**src/rtl/clkdiv_pkg.sv**
```systemverilog
// Shared types and helpers for the programmable clock divider.
// Holds the state encoding, the minimum legal ratio and the ratio clamp.
package clkdiv_pkg;

    typedef enum logic [1:0] {
        IDLE  = 2'd0,
        RUN   = 2'd1,
        DRAIN = 2'd2
    } state_t;

    localparam logic [31:0] MIN_DIV = 32'd2;

    // Ratios below MIN_DIV cannot produce both a high and a low phase.
    function automatic logic [31:0] clamp_div(input logic [31:0] div);
        logic [31:0] res;
        if (div < MIN_DIV) begin
            res = MIN_DIV;
        end else begin
            res = div;
        end
        return res;
    endfunction

endpackage

```
**src/rtl/clkdiv_gen.sv**
```systemverilog
// Programmable integer clock divider with glitch-free start/stop.
// Y is taken straight from a flop; ratio and enable changes land only on period boundaries.
module clkdiv_gen
    import clkdiv_pkg::*;
#(
    parameter int unsigned CNT_W       = 8,
    parameter int unsigned DEFAULT_DIV = 2
) (
    input  logic             CLK,
    input  logic             RST,
    input  logic             EN,
    input  logic [CNT_W-1:0] DIV,
    input  logic             DIV_REQ,
    output logic             DIV_ACK,
    output logic             Y,
    output logic             TICK,
    output logic             RUNNING
);

    localparam logic [CNT_W-1:0] CNT_ZERO = {CNT_W{1'b0}};
    localparam logic [CNT_W-1:0] CNT_ONE  = {{(CNT_W-1){1'b0}}, 1'b1};

    state_t           state_r;
    state_t           state_nxt_s;
    logic [CNT_W-1:0] cnt_r;
    logic [CNT_W-1:0] cnt_nxt_s;
    logic [CNT_W-1:0] n_act_r;
    logic [CNT_W-1:0] n_act_nxt_s;
    logic             y_r;
    logic             y_nxt_s;
    logic             tick_r;
    logic             tick_nxt_s;
    logic             ack_r;
    logic             ack_nxt_s;
    logic             running_r;
    logic             running_nxt_s;

    logic [CNT_W-1:0] div_clamped_s;
    logic [CNT_W-1:0] cnt_inc_s;
    logic [CNT_W-1:0] high_len_s;
    logic             pb_s;

    assign div_clamped_s = CNT_W'(clamp_div(32'(DIV)));
    assign cnt_inc_s     = cnt_r + CNT_ONE;
    // High phase is ceil(N/2) cycles, so odd ratios favour the high side.
    assign high_len_s    = n_act_r - (n_act_r >> 1);
    assign pb_s          = (cnt_r == (n_act_r - CNT_ONE));

    // Next-state, counter, ratio and registered-output decode.
    always_comb begin
        state_nxt_s = state_r;
        cnt_nxt_s   = cnt_r;
        n_act_nxt_s = n_act_r;
        y_nxt_s     = 1'b0;
        tick_nxt_s  = 1'b0;
        ack_nxt_s   = 1'b0;
        case (state_r)
            IDLE: begin
                cnt_nxt_s = CNT_ZERO;
                if (DIV_REQ) begin
                    n_act_nxt_s = div_clamped_s;
                    ack_nxt_s   = 1'b1;
                end else begin
                    n_act_nxt_s = n_act_r;
                end
                if (EN) begin
                    state_nxt_s = RUN;
                    y_nxt_s     = 1'b1;
                    tick_nxt_s  = 1'b1;
                end else begin
                    state_nxt_s = IDLE;
                end
            end
            RUN, DRAIN: begin
                if (pb_s) begin
                    // Wrap edge: the only point where ratio and run/stop may change.
                    cnt_nxt_s = CNT_ZERO;
                    if (DIV_REQ) begin
                        n_act_nxt_s = div_clamped_s;
                        ack_nxt_s   = 1'b1;
                    end else begin
                        n_act_nxt_s = n_act_r;
                    end
                    if (EN) begin
                        state_nxt_s = RUN;
                        y_nxt_s     = 1'b1;
                        tick_nxt_s  = 1'b1;
                    end else begin
                        state_nxt_s = IDLE;
                    end
                end else begin
                    cnt_nxt_s = cnt_inc_s;
                    y_nxt_s   = (cnt_inc_s < high_len_s);
                    if ((state_r == RUN) && !EN) begin
                        state_nxt_s = DRAIN;
                    end else begin
                        state_nxt_s = state_r;
                    end
                end
            end
            default: begin
                state_nxt_s = IDLE;
                cnt_nxt_s   = CNT_ZERO;
            end
        endcase
        running_nxt_s = (state_nxt_s != IDLE);
    end

    // State, counter, active ratio and all output flops.
    always_ff @(posedge CLK or posedge RST) begin
        if (RST) begin
            state_r   <= IDLE;
            cnt_r     <= CNT_ZERO;
            n_act_r   <= CNT_W'(DEFAULT_DIV);
            y_r       <= 1'b0;
            tick_r    <= 1'b0;
            ack_r     <= 1'b0;
            running_r <= 1'b0;
        end else begin
            state_r   <= state_nxt_s;
            cnt_r     <= cnt_nxt_s;
            n_act_r   <= n_act_nxt_s;
            y_r       <= y_nxt_s;
            tick_r    <= tick_nxt_s;
            ack_r     <= ack_nxt_s;
            running_r <= running_nxt_s;
        end
    end

    assign Y       = y_r;
    assign TICK    = tick_r;
    assign DIV_ACK = ack_r;
    assign RUNNING = running_r;

endmodule

```
**config.mk**
```make
export PLATFORM = sky130hd
export DESIGN_NAME = clkdiv_gen
export DESIGN_NICKNAME = d
export VERILOG_FILES = /design/src/rtl/clkdiv_pkg.sv /design/src/rtl/clkdiv_gen.sv
export SDC_FILE = /design/constraint.sdc
export NUM_CORES = 1
export LEC_CHECK = 0
export CORE_MARGIN = 8
export CORE_UTILIZATION = 52
export CTS_BUF_LIST = sky130_fd_sc_hd__clkbuf_8 sky130_fd_sc_hd__clkbuf_16
export DETAILED_ROUTE_END_ITERATION = 8
export PLACE_DENSITY = 0.76
export SETUP_SLACK_MARGIN = 0.15
export SLEW_MARGIN = 40
export SYNTH_ARGS = -nofsm -noshare
export SYNTH_HDL_FRONTEND = slang
export SYNTH_SLANG_ARGS = --single-unit
export TNS_END_PERCENT = 30
```
**constraint.sdc**
```tcl
create_clock -name CLK -period 3 [get_ports CLK]
set_input_delay 0.9 -clock CLK [delete_from_list [all_inputs] [get_ports CLK]]
set_output_delay 0.9 -clock CLK [all_outputs]
set_load 0.05 [all_outputs]
```
==> reports/metrics.cfg <==
[placed_design]
place_inst=255
gp_congestion=0.872
dpl.hpwl_mm=3.25
port_buffers=15

[clock_network]
insertion_delay_ns=0.27
clock_path_buffers=2
path_clk_slew_ns=0.09
cts.sinks=22
htreeDepth=1
cts_tree=yes
cts_buffers=3
root_buffer=clkbuf_8

[timing]
finClkSkew_ns=0.00288
hold_viol=0
worst_slew_pin_slew_ns=0.503
slew_headroom=0.664
setup_ws_ns=-0.128
post-route-min-period_ns=3.13
min_period_over_period=1.04
fin_setup_tns_ns=-0.128
rsz0062_at_grt=yes
setup_viol=1
fmax_ghz=0.320
slew_violations=0

[route]
postRouteAntennaNets=0
drc=0
post_drt_via_cell_ratio=5.43
routedWlPerCell_um=15.4
vias=1411
dr.pass1.iters=4
drt-initial-drc-count=53
wl_mm=4.00

[synthesis]
synth_fp_nets=229
yosysWarnings=0
netlist_instances=190
async_flop_share=1.00
yosys_most_used_dff=dfrtp_1
synth-edff-count=0
synth_cell_types=41
ys_seq_elements=22
synth_area_mm2=0.00183
yosysSeqAreaShare=0.302
syn_avg_cell_area_um2=9.62

[final_layout]
nNetsFinal=254
area_growth_pct=18.8
final_util=0.646
diodes=0
layout_common_cells=ha_1 (25), dfrtp_1 (21), inv_1 (15), clkdlybuf4s50_1 (15), xnor2_1 (14)
final_common_cell=ha_1
final_cell_count_no_fill=260
drive_above_1_share=0.136

[die]
initial_core_util=0.544
fp-row-count=21
die_area_mm2=0.00567
die_x_um=75.3
die_h_um=75.3
pin_count=16
core-area_mm2=0.00336

[worst_setup_path]
rrSetupSlack_ns=-0.13
slowest_stage=dfstp_2
crit_chain=ha_4 -> inv_1 -> fa_2 -> nor2b_1 -> o21a_1 -> o21bai_1 -> a21oi_1 -> nor2_1 -> xor2_1 -> ha_1 -> nand4_1 -> a211oi_1 -> or4b_1 -> a31oi_1
path_class=flip-flop to flip-flop
arrival_ns=3.31
slowest_delay_ns=0.59
critPathLaunchType=flip-flop
crit_path_end_kind=flip-flop
cp_max_fo=4
cp.required_ns=3.18

[min_path]
hold_path_class=flip-flop to flip-flop

[job]
max-cap-violations=0

[outcome]
violations=setup timing
outcome=finished, violations left

[grt]
grt_pass1_wl_mm=6.81
track_usage=0.155
grt_overflow=0
antenna_found_initial=0
grt_pass1_vias=1527
grt_max_degree=23

[power_and_ir_drop]
leakage_nw=1.01
powerDensity_mw_per_mm2=1200
peakVddDrop_v=0.000696

## layout make-up
cell class | instances | area, um^2
tap | 46 | 57.6
fill | 290 | 1190
inverter | 17 | 63.8
timing repair buffer | 23 | 210
multi-input combinational | 148 | 1230
clock buffer | 4 | 55.1
sequential | 22 | 552
## synthesized netlist by cell type (all sizes together) (6+ instances only)
library cell / count / area (um^2)
nand3: 6 / 30.0
a221o: 6 / 60.1
nor2b: 9 / 56.3
inv: 17 / 63.8
dfrtp: 21 / 526
nor2: 12 / 45.0
xor2: 11 / 104
ha: 26 / 325
xnor2: 14 / 123
a21oi: 7 / 38.8
o21ai: 7 / 35.0
nand2: 10 / 37.5
and3: 7 / 43.8
## state kept, by name, summed over array words and instances (netlist names)
name and count:
RUNNING 1, TICK 1, state_r 2, Y 1
n_act_r 8, cnt_r 8, DIV_ACK 1
## worst max-delay path, delay by kind of cell, from the launching register on
family / cells / cell delay [ns]
and+or+nand+nor: 4 / 0.86
buffers and inverters: 1 / 0.04
DFF: 1 / 0.59
AOI/OAI and AO/OA: 5 / 0.65
adders and majority gates: 3 / 0.73
xor gates and xnor gates: 1 / 0.16
## worst paths after layout
path	startpoint	to	depth (start not counted)
worst max-delay path	n_act_r[1]	Y	14
worst min-delay path	cnt_r[0]	cnt_r[0]	1
worst max register to register	n_act_r[1]	Y	14
worst min register to register	cnt_r[0]	cnt_r[0]	1
max in group asynchronous	RST	n_act_r[1]	2
min in group asynchronous	RST	cnt_r[3]	2
## report_power, final
group          internal (W)  switching [W]
registers          0.000405       0.000101
logic              0.000835        0.00104
clock network      0.000117       0.000106
## metrics by stage
step           hold slack, ns  total power, W  worst slack (ns)  area [um^2]
2_1_floorplan           0.498         0.00183            0.0830         1840
3_3_place_gp            0.532         0.00220            0.0173         2090
3_5_place_dp            0.540         0.00229            -0.159         2090
4_1_cts                 0.555         0.00258            -0.125         2160
5_1_grt                 0.586         0.00281            -0.254         2170
6_report                0.554         0.00261            -0.128         2170
## cells by family (layout without fill, tap and decap cells)
kind of cell,after synthesis,in the layout,synth area share
AND/OR/NAND/NOR,60,60,0.189
AO/OA/AOI/OAI,36,36,0.153
adder cells (fa/ha/maj),27,27,0.189
flip-flops,22,22,0.302
buffers and inverters,20,44,0.0431
XOR/XNOR,25,25,0.124
## routing by layer
layer / track usage / vias up / part of all wire
li1: - / 707 / -
met1: 0.181 / 673 / 0.44
met2: 0.289 / 27 / 0.53
met3: 0.0158 / 4 / 0.016
met4: 0.0490 / 0 / 0.0090
met5: 0 / - / 0
## what timing repair did
item / in CTS / in global routing
hold buffers: 0 / 0
hold endpoints to repair: 0 / 0
gates resized for setup: 3 / 1
pin swaps: 7 / 3
setup buffers: 0 / 1
setup endpoints to repair: 1 / 1
No activity file was read; power rests on OpenSTA's default activity.
